**src/rtl/score_keeper.sv**
```systemverilog
// Match scoring for the pong field: detects goals once per frame, keeps player
// scores and tally masks, and sequences serve / pause / game-over.
module score_keeper #(
  parameter int         WIN_SCORE    = 5,
  parameter logic [9:0] LEFT_LIMIT   = 10'd8,
  parameter logic [9:0] RIGHT_LIMIT  = 10'd632,
  parameter int         PAUSE_FRAMES = 60
) (
  input  logic       clk,
  input  logic       rst,
  input  logic       frame_tick,
  input  logic       start,
  input  logic [9:0] ball_x,
  output logic [2:0] score_p1,
  output logic [2:0] score_p2,
  output logic [4:0] tally_p1,
  output logic [4:0] tally_p2,
  output logic       ball_reset,
  output logic       serve_dir,
  output logic       game_active,
  output logic       game_over,
  output logic       winner
);

  typedef enum logic [1:0] {IDLE, PLAY, PAUSE, OVER} state_t;

  localparam logic [2:0] WIN_Q      = 3'(WIN_SCORE);
  localparam logic [7:0] PAUSE_LAST = 8'(PAUSE_FRAMES - 1);

  state_t     state_q, state_d;
  logic [2:0] score_p1_q, score_p1_d, score_p2_q, score_p2_d;
  logic [4:0] tally_p1_q, tally_p1_d, tally_p2_q, tally_p2_d;
  logic       ball_reset_q, ball_reset_d;
  logic       serve_dir_q, serve_dir_d;
  logic       winner_q, winner_d;
  logic [7:0] pause_cnt_q, pause_cnt_d;

  logic       goal_p1, goal_p2;
  logic [2:0] inc_p1, inc_p2;

  // Thermometer mask; scores above 5 simply saturate at all-ones.
  function automatic logic [4:0] tally_f(input logic [2:0] s);
    logic [4:0] m;
    for (int i = 0; i < 5; i++) m[i] = (s > 3'(i));
    return m;
  endfunction

  // Left limit has priority so at most one goal is seen per tick.
  assign goal_p2 = frame_tick && (ball_x <= LEFT_LIMIT);
  assign goal_p1 = frame_tick && !goal_p2 && (ball_x >= RIGHT_LIMIT);
  assign inc_p1  = score_p1_q + 3'd1;
  assign inc_p2  = score_p2_q + 3'd1;

  always_comb begin
    state_d      = state_q;
    score_p1_d   = score_p1_q;
    score_p2_d   = score_p2_q;
    tally_p1_d   = tally_p1_q;
    tally_p2_d   = tally_p2_q;
    ball_reset_d = 1'b0;
    serve_dir_d  = serve_dir_q;
    winner_d     = winner_q;
    pause_cnt_d  = pause_cnt_q;
    case (state_q)
      IDLE: begin
        if (start) begin
          state_d      = PLAY;
          ball_reset_d = 1'b1;
          serve_dir_d  = 1'b0;
          pause_cnt_d  = 8'd0;
        end
      end
      PLAY: begin
        if (goal_p2) begin
          score_p2_d  = inc_p2;
          tally_p2_d  = tally_f(inc_p2);
          serve_dir_d = 1'b0;
          pause_cnt_d = 8'd0;
          if (inc_p2 == WIN_Q) begin
            state_d  = OVER;
            winner_d = 1'b1;
          end else begin
            state_d = PAUSE;
          end
        end else if (goal_p1) begin
          score_p1_d  = inc_p1;
          tally_p1_d  = tally_f(inc_p1);
          serve_dir_d = 1'b1;
          pause_cnt_d = 8'd0;
          if (inc_p1 == WIN_Q) begin
            state_d  = OVER;
            winner_d = 1'b0;
          end else begin
            state_d = PAUSE;
          end
        end
      end
      PAUSE: begin
        if (frame_tick) begin
          if (pause_cnt_q == PAUSE_LAST) begin
            state_d      = PLAY;
            ball_reset_d = 1'b1;
            pause_cnt_d  = 8'd0;
          end else begin
            pause_cnt_d = pause_cnt_q + 8'd1;
          end
        end
      end
      OVER: begin
        // The loser of the finished match receives the first serve.
        if (start) begin
          state_d      = PLAY;
          score_p1_d   = 3'd0;
          score_p2_d   = 3'd0;
          tally_p1_d   = 5'd0;
          tally_p2_d   = 5'd0;
          ball_reset_d = 1'b1;
          serve_dir_d  = ~winner_q;
          pause_cnt_d  = 8'd0;
        end
      end
      default: state_d = IDLE;
    endcase
  end

  always_ff @(posedge clk or negedge rst) begin
    if (!rst) begin
      state_q      <= IDLE;
      score_p1_q   <= 3'd0;
      score_p2_q   <= 3'd0;
      tally_p1_q   <= 5'd0;
      tally_p2_q   <= 5'd0;
      ball_reset_q <= 1'b0;
      serve_dir_q  <= 1'b0;
      winner_q     <= 1'b0;
      pause_cnt_q  <= 8'd0;
    end else begin
      state_q      <= state_d;
      score_p1_q   <= score_p1_d;
      score_p2_q   <= score_p2_d;
      tally_p1_q   <= tally_p1_d;
      tally_p2_q   <= tally_p2_d;
      ball_reset_q <= ball_reset_d;
      serve_dir_q  <= serve_dir_d;
      winner_q     <= winner_d;
      pause_cnt_q  <= pause_cnt_d;
    end
  end

  assign score_p1    = score_p1_q;
  assign score_p2    = score_p2_q;
  assign tally_p1    = tally_p1_q;
  assign tally_p2    = tally_p2_q;
  assign ball_reset  = ball_reset_q;
  assign serve_dir   = serve_dir_q;
  assign game_active = (state_q == PLAY);
  assign game_over   = (state_q == OVER);
  assign winner      = winner_q;

endmodule

```
**config.mk**
```make
export PLATFORM = sky130hd
export DESIGN_NAME = score_keeper
export DESIGN_NICKNAME = d
export VERILOG_FILES = /design/src/rtl/score_keeper.sv
export SDC_FILE = /design/constraint.sdc
export NUM_CORES = 1
export LEC_CHECK = 0
export CELL_PAD_IN_SITES_DETAIL_PLACEMENT = 1
export CELL_PAD_IN_SITES_GLOBAL_PLACEMENT = 2
export CORE_AREA = 2 2 79 81
export CTS_CLUSTER_SIZE = 40
export DETAILED_ROUTE_END_ITERATION = 10
export DIE_AREA = 0 0 81 83
export HOLD_SLACK_MARGIN = 0.05
export PLACE_DENSITY = 0.88
export SYNTH_ARGS = -nofsm -noshare
export SYNTH_HDL_FRONTEND = slang
export SYNTH_SLANG_ARGS = --single-unit
```
**constraint.sdc**
```tcl
create_clock -name clk -period 3.34 [get_ports clk]
set_input_delay 1.002 -clock clk [delete_from_list [all_inputs] [get_ports clk]]
set_output_delay 1.002 -clock clk [all_outputs]
set_load 0.03 [all_outputs]
```
### Word level (Yosys, flattened, before mapping)

Index checks and enable logic that the tools add are counted.

* bits in registers: 29
* input port bits: 14
* output and inout bits: 21
* word-level logic and storage cells: 96

* muxes and demuxes: 39
* reduce and logical (&&, ||, !) cells: 16
* bitwise gates (word level): 1
* $add $sub $neg: 3
* $lt $le $gt $ge: 12
* equality and inequality tests: 16

Operators with widths (count)
* $mux W8: 5
* $pmux W8 S3: 1
* $mux W5: 4
* $pmux W5 S2: 2
* $reduce_and A4 Y1: 4
* $mux W1: 13
* $gt A3 B1 Y1 const B: 4
* $gt A3 B2 Y1 const B: 4
* $mux W3: 4
* $pmux W3 S2: 2
* $ge A10 B10 Y1 const B: 1
* $le A10 B4 Y1 const B: 1
* $mux W2: 5
* $ne A2 B2 Y1 const B: 5
* $add A8 B1 Y8 const B: 1
* $eq A8 B6 Y1 const B: 1
* $ne A2 B1 Y1 const B: 4
* $add A3 B1 Y3 const B: 2
* $eq A3 B3 Y1 const B: 2
* $gt A3 B3 Y1 const B: 2
* $pmux W2 S3: 1
* $reduce_and A3 Y1: 2
* $reduce_bool A2 Y1: 3
* $eq A2 B2 Y1 const B: 2
* other kinds (10): 12

### Logic depth before layout (Yosys ltp)

Gate-level depths: netlist (run 1).

* depth after elaboration: 8
* mapped depth: 8
* gate-level depth less buffers: 6

### Worst setup path before layout (run 1)

No wires, ideal clock.

* path type: input to register
* start point: in ball_x[0]
* end point: reg tally_p2_q[0], in the netlist tally_p2[0]
* slack: 1.110 ns
* required time: 3.215 ns
* arrival time: 2.105 ns
* cell stages on the path: 4
* path buffers: 0
* library setup time: 0.125 ns
* cell sequence: o31ai_2 -> a41oi_4 -> nor2_2 -> mux2_2

* longest elaborated chain between the ends: 4

RTL lines
* from (decl): line 13 `input logic [9:0] ball_x,`
* $le A10 B4 Y1: line 49 `assign goal_p2 = frame_tick && (ball_x <= LEFT_LIMIT);`
* $logic_and A1 B1 Y1: line 49
* $ne A2 B1 Y1 (no line)
* $reduce_and A3 Y1 (no line)
* to (signal assigned): line 142 `tally_p2_q <= tally_p2_d;`
* to (decl): line 32 `logic [4:0] tally_p1_q, tally_p1_d, tally_p2_q, tally_p2_d;`

Every way passes these cells.
A chain may end at the register's enable or synchronous reset.

### Worst setup path in the final report (run 1)

* start point: reg state_q[1]
* end point: out game_active

* longest elaborated chain between the ends: 1

RTL lines
* from (decl): line 30 `state_t state_q, state_d;`
* from (signal assigned): line 138 `state_q <= state_d;`
* $eq A2 B1 Y1: line 156 `assign game_active = (state_q == PLAY);`
* to (decl): line 20 `output logic game_active,`

Every way passes these cells.

==> results of run 1 <==
synthesized netlist by cell type (2+ instances only):
library cell,instances
a221o_1,2
buf_2,3
a21o_1,4
nand3_1,10
nand2b_1,5
nor3b_1,2
ha_1,15
a21oi_1,11
or4_1,2
a22o_1,2
xnor2_1,2
nor3_1,5
nand4_1,2
o221ai_1,2
dfrtp_1,29
clkbuf_1,2
inv_1,16
nor2b_1,3
mux2i_1,10
o21ai_0,9
o41ai_1,3
nor2_1,5
mux2_2,8
and3_1,2
nand2_1,7
power breakdown:
| part | total, mW | switching [mW] | internal (mW) |
|---|---|---|---|
| registers | 0.576 | 0.103 | 0.472 |
| logic | 1.42 | 0.825 | 0.599 |
| clock network | 0.327 | 0.141 | 0.186 |
| total | 2.33 | 1.07 | 1.26 |
logic make-up (layout without fill, tap and decap cells):
logic type	Yosys count	after routing	synth area share [%]
simple gates	50	50	15.8
compound gates	47	47	19.9
flops	29	29	38.3
buf+inv	23	62	5.15
mux	18	18	10.0
fa+ha+maj	15	15	9.90
xor+xnor	2	2	0.924
worst min-delay path by stage:
| stage | start | to | slack [ns] | cells past startpoint |
|---|---|---|---|---|
| 2_1_floorplan | pause_cnt_q[5] | pause_cnt_q[5] | 0.52 | 2 |
| 3_3_place_gp | tally_p1[1] | tally_p1[1] | 0.48 | 1 |
| 3_5_place_dp | tally_p1[1] | tally_p1[1] | 0.49 | 1 |
| 4_1_cts | tally_p2[0] | tally_p2[0] | 0.52 | 1 |
| 5_1_grt | tally_p1[1] | tally_p1[1] | 0.54 | 1 |
| 6_report | tally_p1[1] | tally_p1[1] | 0.51 | 1 |
metal layers:
layer  share of wire, %  vias up  track usage (%)
met5                  0        -                0
met4                1.9        0             6.32
met3                4.5        8             2.93
met2                 46       35             25.5
met1                 47      779             20.7
li1                   -      752                -
stage by stage:
stage / power, mW / hold slack, ns
3_5_place_dp: 2.02 / 0.495
3_3_place_gp: 2.00 / 0.480
6_report: 2.33 / 0.512
4_1_cts: 2.36 / 0.516
2_1_floorplan: 1.58 / 0.519
5_1_grt: 2.52 / 0.537
state kept, by name (all words and copies together), names as in the netlist:
name,count
tally_p2,5
ball_reset,1
tally_p1,5
serve_dir,1
winner,1
score_p1,3
pause_cnt_q,8
score_p2,3
state_q,2
cell usage in the layout (no fill, tap or decap), types with 3 or more instances in the layout:
master	instances
nand3_1	10
nor3_1	5
nand2b_1	5
dfrtp_1	29
inv_1	16
clkdlybuf4s50_1	34
o21ai_0	9
nor2b_1	3
ha_1	15
o41ai_1	3
nand2_1	7
buf_4	3
nor2_1	5
mux2_2	8
mux2i_1	10
a21oi_1	11
clkbuf_8	7
a21o_1	4
critical path: stages (launching register included):
cell and delay (ns):
dfrtp_1 0.40, inv_1 0.11, ha_1 0.42, clkdlybuf4s50_1 0.75
cell type report:
cell class	count	area, um2	area share, %
Multi-Input combinational cell	132	1070	44.3
Sequential cell	29	726	30.0
Clock buffer	7	96.3	3.98
Inverter	17	63.8	2.64
Tap cell	75	93.8	3.88
Timing Repair Buffer	37	363	15.0
Clock inverter	1	5.00	0.207
==> out/metrics.csv, run 1 <==
metric;value;unit
setup bufs post-CTS;0;
status;completed;
Synth area leaders;dfrtp_1 38%, ha_1 9.9%, mux2i_1 5.3%, mux2_2 4.8%, inv_1 3.2%;
vias in the first global route;1745;
chip width;81;um
Routability Congestion;0.855;
Starting Density;32.6;%
RSZ-0062 raised after global routing;no;
Final ANT Viol Nets;0;
clock sink count;29;
CP required;2.34;ns
Synth Instances;184;
cell area after layout;2420;um2
Max VDD drop;0.552;mV
critical path endpoint category;primary output;
PwrDens;961;nW/um2
Port Buf Inserts;34;
internal reg-to-reg setup slack;1.13;ns
CTS tree;yes;
total track usage;15.8;%
Final Util;41.6;%
pre-CTS WS;0.323;ns
Layout area overhead;27.7;%
Yosys reg bits;29;
worst r2r src;state_q[1];
Hold Buf Count CTS;0;
minimum clock period;2.96;ns
period utilisation layout;88.7;%
post-DP HPWL;3520;um
async set-or-reset flop fraction in the synthesized netlist;100;%
fin cells;298;
Post-synth EDFFs;0;
DP Area;2320;um2
Yosys top cell by area;dfrtp_1;
Reg2Reg Capture Point;tally_p2[2];
first-pass GRT wire length;8400;um
synthesized area;1900;um2
via/cell ratio;5.28;
initial antenna violation count;0;
Seq/Total Area, Yosys;38.3;%
Post-Route Skew;0.00506;ns
die height;83;um
Starting DRT DRC Count;60;
Final nets;251;
max_cap viols;0;
type of origin of the critical path;register;
ys flop type;dfrtp_1;
root buf cell;clkbuf_8;
CP Capture Point;game_active;
crit path DAT;1.96;ns
Clock transition at path regs;0.06;ns
synth unique cells;48;
HP Class;register to register;
Total Neg Setup Slack;0;ns
CP Max Fanout;10;
clk buf depth;2;
Antenna Cells;0;
Ports;35;
# setup viols final;0;
largest net degree at the start of global routing;30;
Worst Reg-to-Reg Cells;6;
# fillers;673;
# H-tree levels;2;
share of the synthesized area in the top cell type;38.3;%
core area;5820;um2
post-synthesis net count;213;
beginning of the critical path;state_q[1];
Vias;1574;
Worst slew margin;59.4;%
die area;6720;um2
total CTS buffers;5;
fraction of layout cells with a size suffix above 1;13.5;%
slack of the critical path;0.377;ns
DRT Pass-1 Iters;4;
actual slew at the worst max-slew pin;0.604;ns
Synth warnings;0;
kind of critical path;register to primary output;
# DRC;0;
clk_lat worst skew;0.28;ns
Fin. Hold Viols;0;
Rows;28;
Max Fclk;337;MHz
Placed Instances;290;
CTS resizes;0;
routed wire length per instance;16.2;um
max-slew violations;0;
syn avg cell area;10.3;um2
Routed WL;4820;um
total gr overflow;0;
Static Leak;1.04;nW
No activity file was read; power rests on OpenSTA's default activity.
==> run 2: changes to the inputs <==
==> constraint.sdc (replaced) <==
create_clock -name clk -period 3.5 [get_ports clk]
set_input_delay 1.05 -clock clk [delete_from_list [all_inputs] [get_ports clk]]
set_output_delay 1.05 -clock clk [all_outputs]
set_load 0.03 [all_outputs]
==> run 2 against run 1 <==
Effect of this change:
- final area rose by 1.3%
- setup slack improved by 0.088 ns
- combinational power fell by 4%
- first-iteration DRC count rose by 92%
- core utilization rose by 0.56 points
- sequential cell count did not move
- largest cell class unchanged
- clock skew rose by 0.0043 ns
- clock-buffer cell count fell by 2
- wire length rose by 2.7%
- sequential power fell by 5.0%
- total power rose by 0.54%
- die area did not move
==> out/metrics.csv, run 2 (synthesized netlist as in run 1, its figures left out) <==
metric;value;unit;change
Final ANT Viol Nets;0;;unchanged
Max Fclk;329;MHz;
Rows;28;;unchanged
CP max stage delay;0.76;ns;about the same
total CTS buffers;5;;unchanged
CP required;2.45;ns;+0.11 ns
Routability Congestion;0.860;;+0.54%
crit path DAT;1.99;ns;+0.03 ns
Layout area overhead;29.4;%;
# DRC;0;;unchanged
Static Leak;1.05;nW;+1.3%
worst r2r src;state_q[1];;
critical path endpoint category;primary output;;
RSZ-0062 raised after global routing;no;;
largest net degree at the start of global routing;30;;unchanged
max_cap viols;0;;unchanged
fraction of layout cells with a size suffix above 1;13.5;%;unchanged
# setup viols final;0;;unchanged
status;completed;;
Post-Route Skew;0.00935;ns;+0.00430 ns
PwrDens;954;nW/um2;-0.79%
Endpoint, Worst Hold;tally_p1[1];;
root buf cell;clkbuf_8;;
Slowest-stage cell, CP;clkdlybuf4s50_1;;
CP Max Fanout;10;;unchanged
total gr overflow;0;;unchanged
Worst Reg-to-Reg Cells;6;;unchanged
clk buf depth;2;;unchanged
routed wire length per instance;16.6;um;+2.7%
cell area after layout;2450;um2;+1.3%
register with the most flip-flops;pause_cnt_q;;
Max VDD drop;0.607;mV;+10%
DP Area;2320;um2;unchanged
max reg flops;8;;unchanged
Hold Buf Count CTS;0;;unchanged
via/cell ratio;5.25;;-0.57%
Starting DRT DRC Count;115;;+92%
# H-tree levels;2;;unchanged
die area;6720;um2;unchanged
vias in the first global route;1631;;-6.5%
hold_sp;tally_p1[1];;
Fin. Hold Viols;0;;unchanged
Worst slew margin;61.5;%;+2.1 points
Clock transition at path regs;0.07;ns;about the same
Overall Power;2.34;mW;+0.54%
Port Buf Inserts;34;;unchanged
initial antenna violation count;0;;unchanged
Antenna Cells;0;;unchanged
period utilisation layout;86.7;%;
Routed WL;4950;um;+2.7%
core area;5820;um2;unchanged
type of origin of the critical path;register;;
CTS resizes;0;;unchanged
max-slew violations;0;;unchanged
total track usage;15.9;%;+0.093 points
minimum clock period;3.04;ns;
internal reg-to-reg setup slack;1.25;ns;+0.12 ns
post-DP HPWL;3460;um;-1.5%
clock sink count;29;;unchanged
actual slew at the worst max-slew pin;0.573;ns;-0.0311 ns
Vias;1565;;-0.57%
Ports;35;;unchanged
commonest non-fill, non-tap cell in the layout;clkdlybuf4s50_1;;
Starting Density;32.6;%;unchanged
most frequent cells in the layout;34 x clkdlybuf4s50_1, 29 x dfrtp_1, 16 x inv_1, 15 x ha_1, 11 x a21oi_1;;
first-pass GRT wire length;8380;um;-0.17%
Final nets;251;;unchanged
HP Class;register to register;;
kind of critical path;register to primary output;;
CP cell instances;inv_1, ha_1, clkdlybuf4s50_1;;
Reg2Reg Capture Point;tally_p2[2];;
CTS tree;yes;;
setup bufs post-CTS;0;;unchanged
Total Neg Setup Slack;0;ns;unchanged
clk_lat worst skew;0.29;ns;about the same
die height;83;um;unchanged
DRT Pass-1 Iters;4;;unchanged
chip width;81;um;unchanged
worst hold path stage count;1;;unchanged
-- run 2: cell types whose count changed in the layout (fill, tap and decap cells not counted), sizes merged --
cell,delta
bufinv,+2
clkbuf,-2
-- run 2: metal layers --
layer	up-vias	part of all wire, %	global-route usage (%)
met2	35	46	24.7
met1	774	48	21.4
met4	0	1.4	5.39
met3	5	4.4	3.91
met5	-	0	0
li1	751	-	-
-- run 2: critical path: cells and delay by family (launching register included) --
family                     cells  cell delay, ns
adders and majority gates      1            0.43
buffers and inverters          2            0.87
DFF                            1            0.40
-- run 2: worst max path at each step --
| stage | startpoint | end | slack, ns |
|---|---|---|---|
| 2_1_floorplan | ball_x[0] | tally_p2[0] | 1.22 |
| 3_5_place_dp | ball_x[4] | tally_p2[4] | 0.45 |
| 6_report | state_q[1] | game_active | 0.46 |
| 5_1_grt | state_q[1] | game_active | 0.37 |
| 4_1_cts | state_q[1] | game_active | 0.46 |
| 3_3_place_gp | ball_x[4] | tally_p2[0] | 0.48 |
-- run 2: area by class of cell --
type,count,area (um2)
clock inverters,3,65.1
inverters,17,63.8
multi-input cells,132,1070
fillers,681,3360
flip-flops and latches,29,726
well taps,75,93.8
clock buffers,5,68.8
repair buffers,37,363
-- run 2: power by group --
| group | internal (mW) | total, mW | leakage (nW) | switching, mW |
|---|---|---|---|---|
| Combinational | 0.570 | 1.37 | 0.608 | 0.796 |
| Sequential | 0.451 | 0.547 | 0.375 | 0.0961 |
| Clock | 0.283 | 0.426 | 0.0681 | 0.143 |
| Total | 1.30 | 2.34 | 1.05 | 1.04 |
-- run 2: metrics by stage --
step / hold slack, ns / setup slack (ns) / util [%] / cells
floorplan: 0.519 / 1.22 / - / 184
finish: 0.499 / 0.464 / 42.2 / 298
CTS: 0.508 / 0.463 / 42.2 / 298
global route: 0.523 / 0.367 / 42.2 / 298
global placement: 0.479 / 0.479 / 39.9 / 290
detailed placement: 0.479 / 0.448 / 39.9 / 290
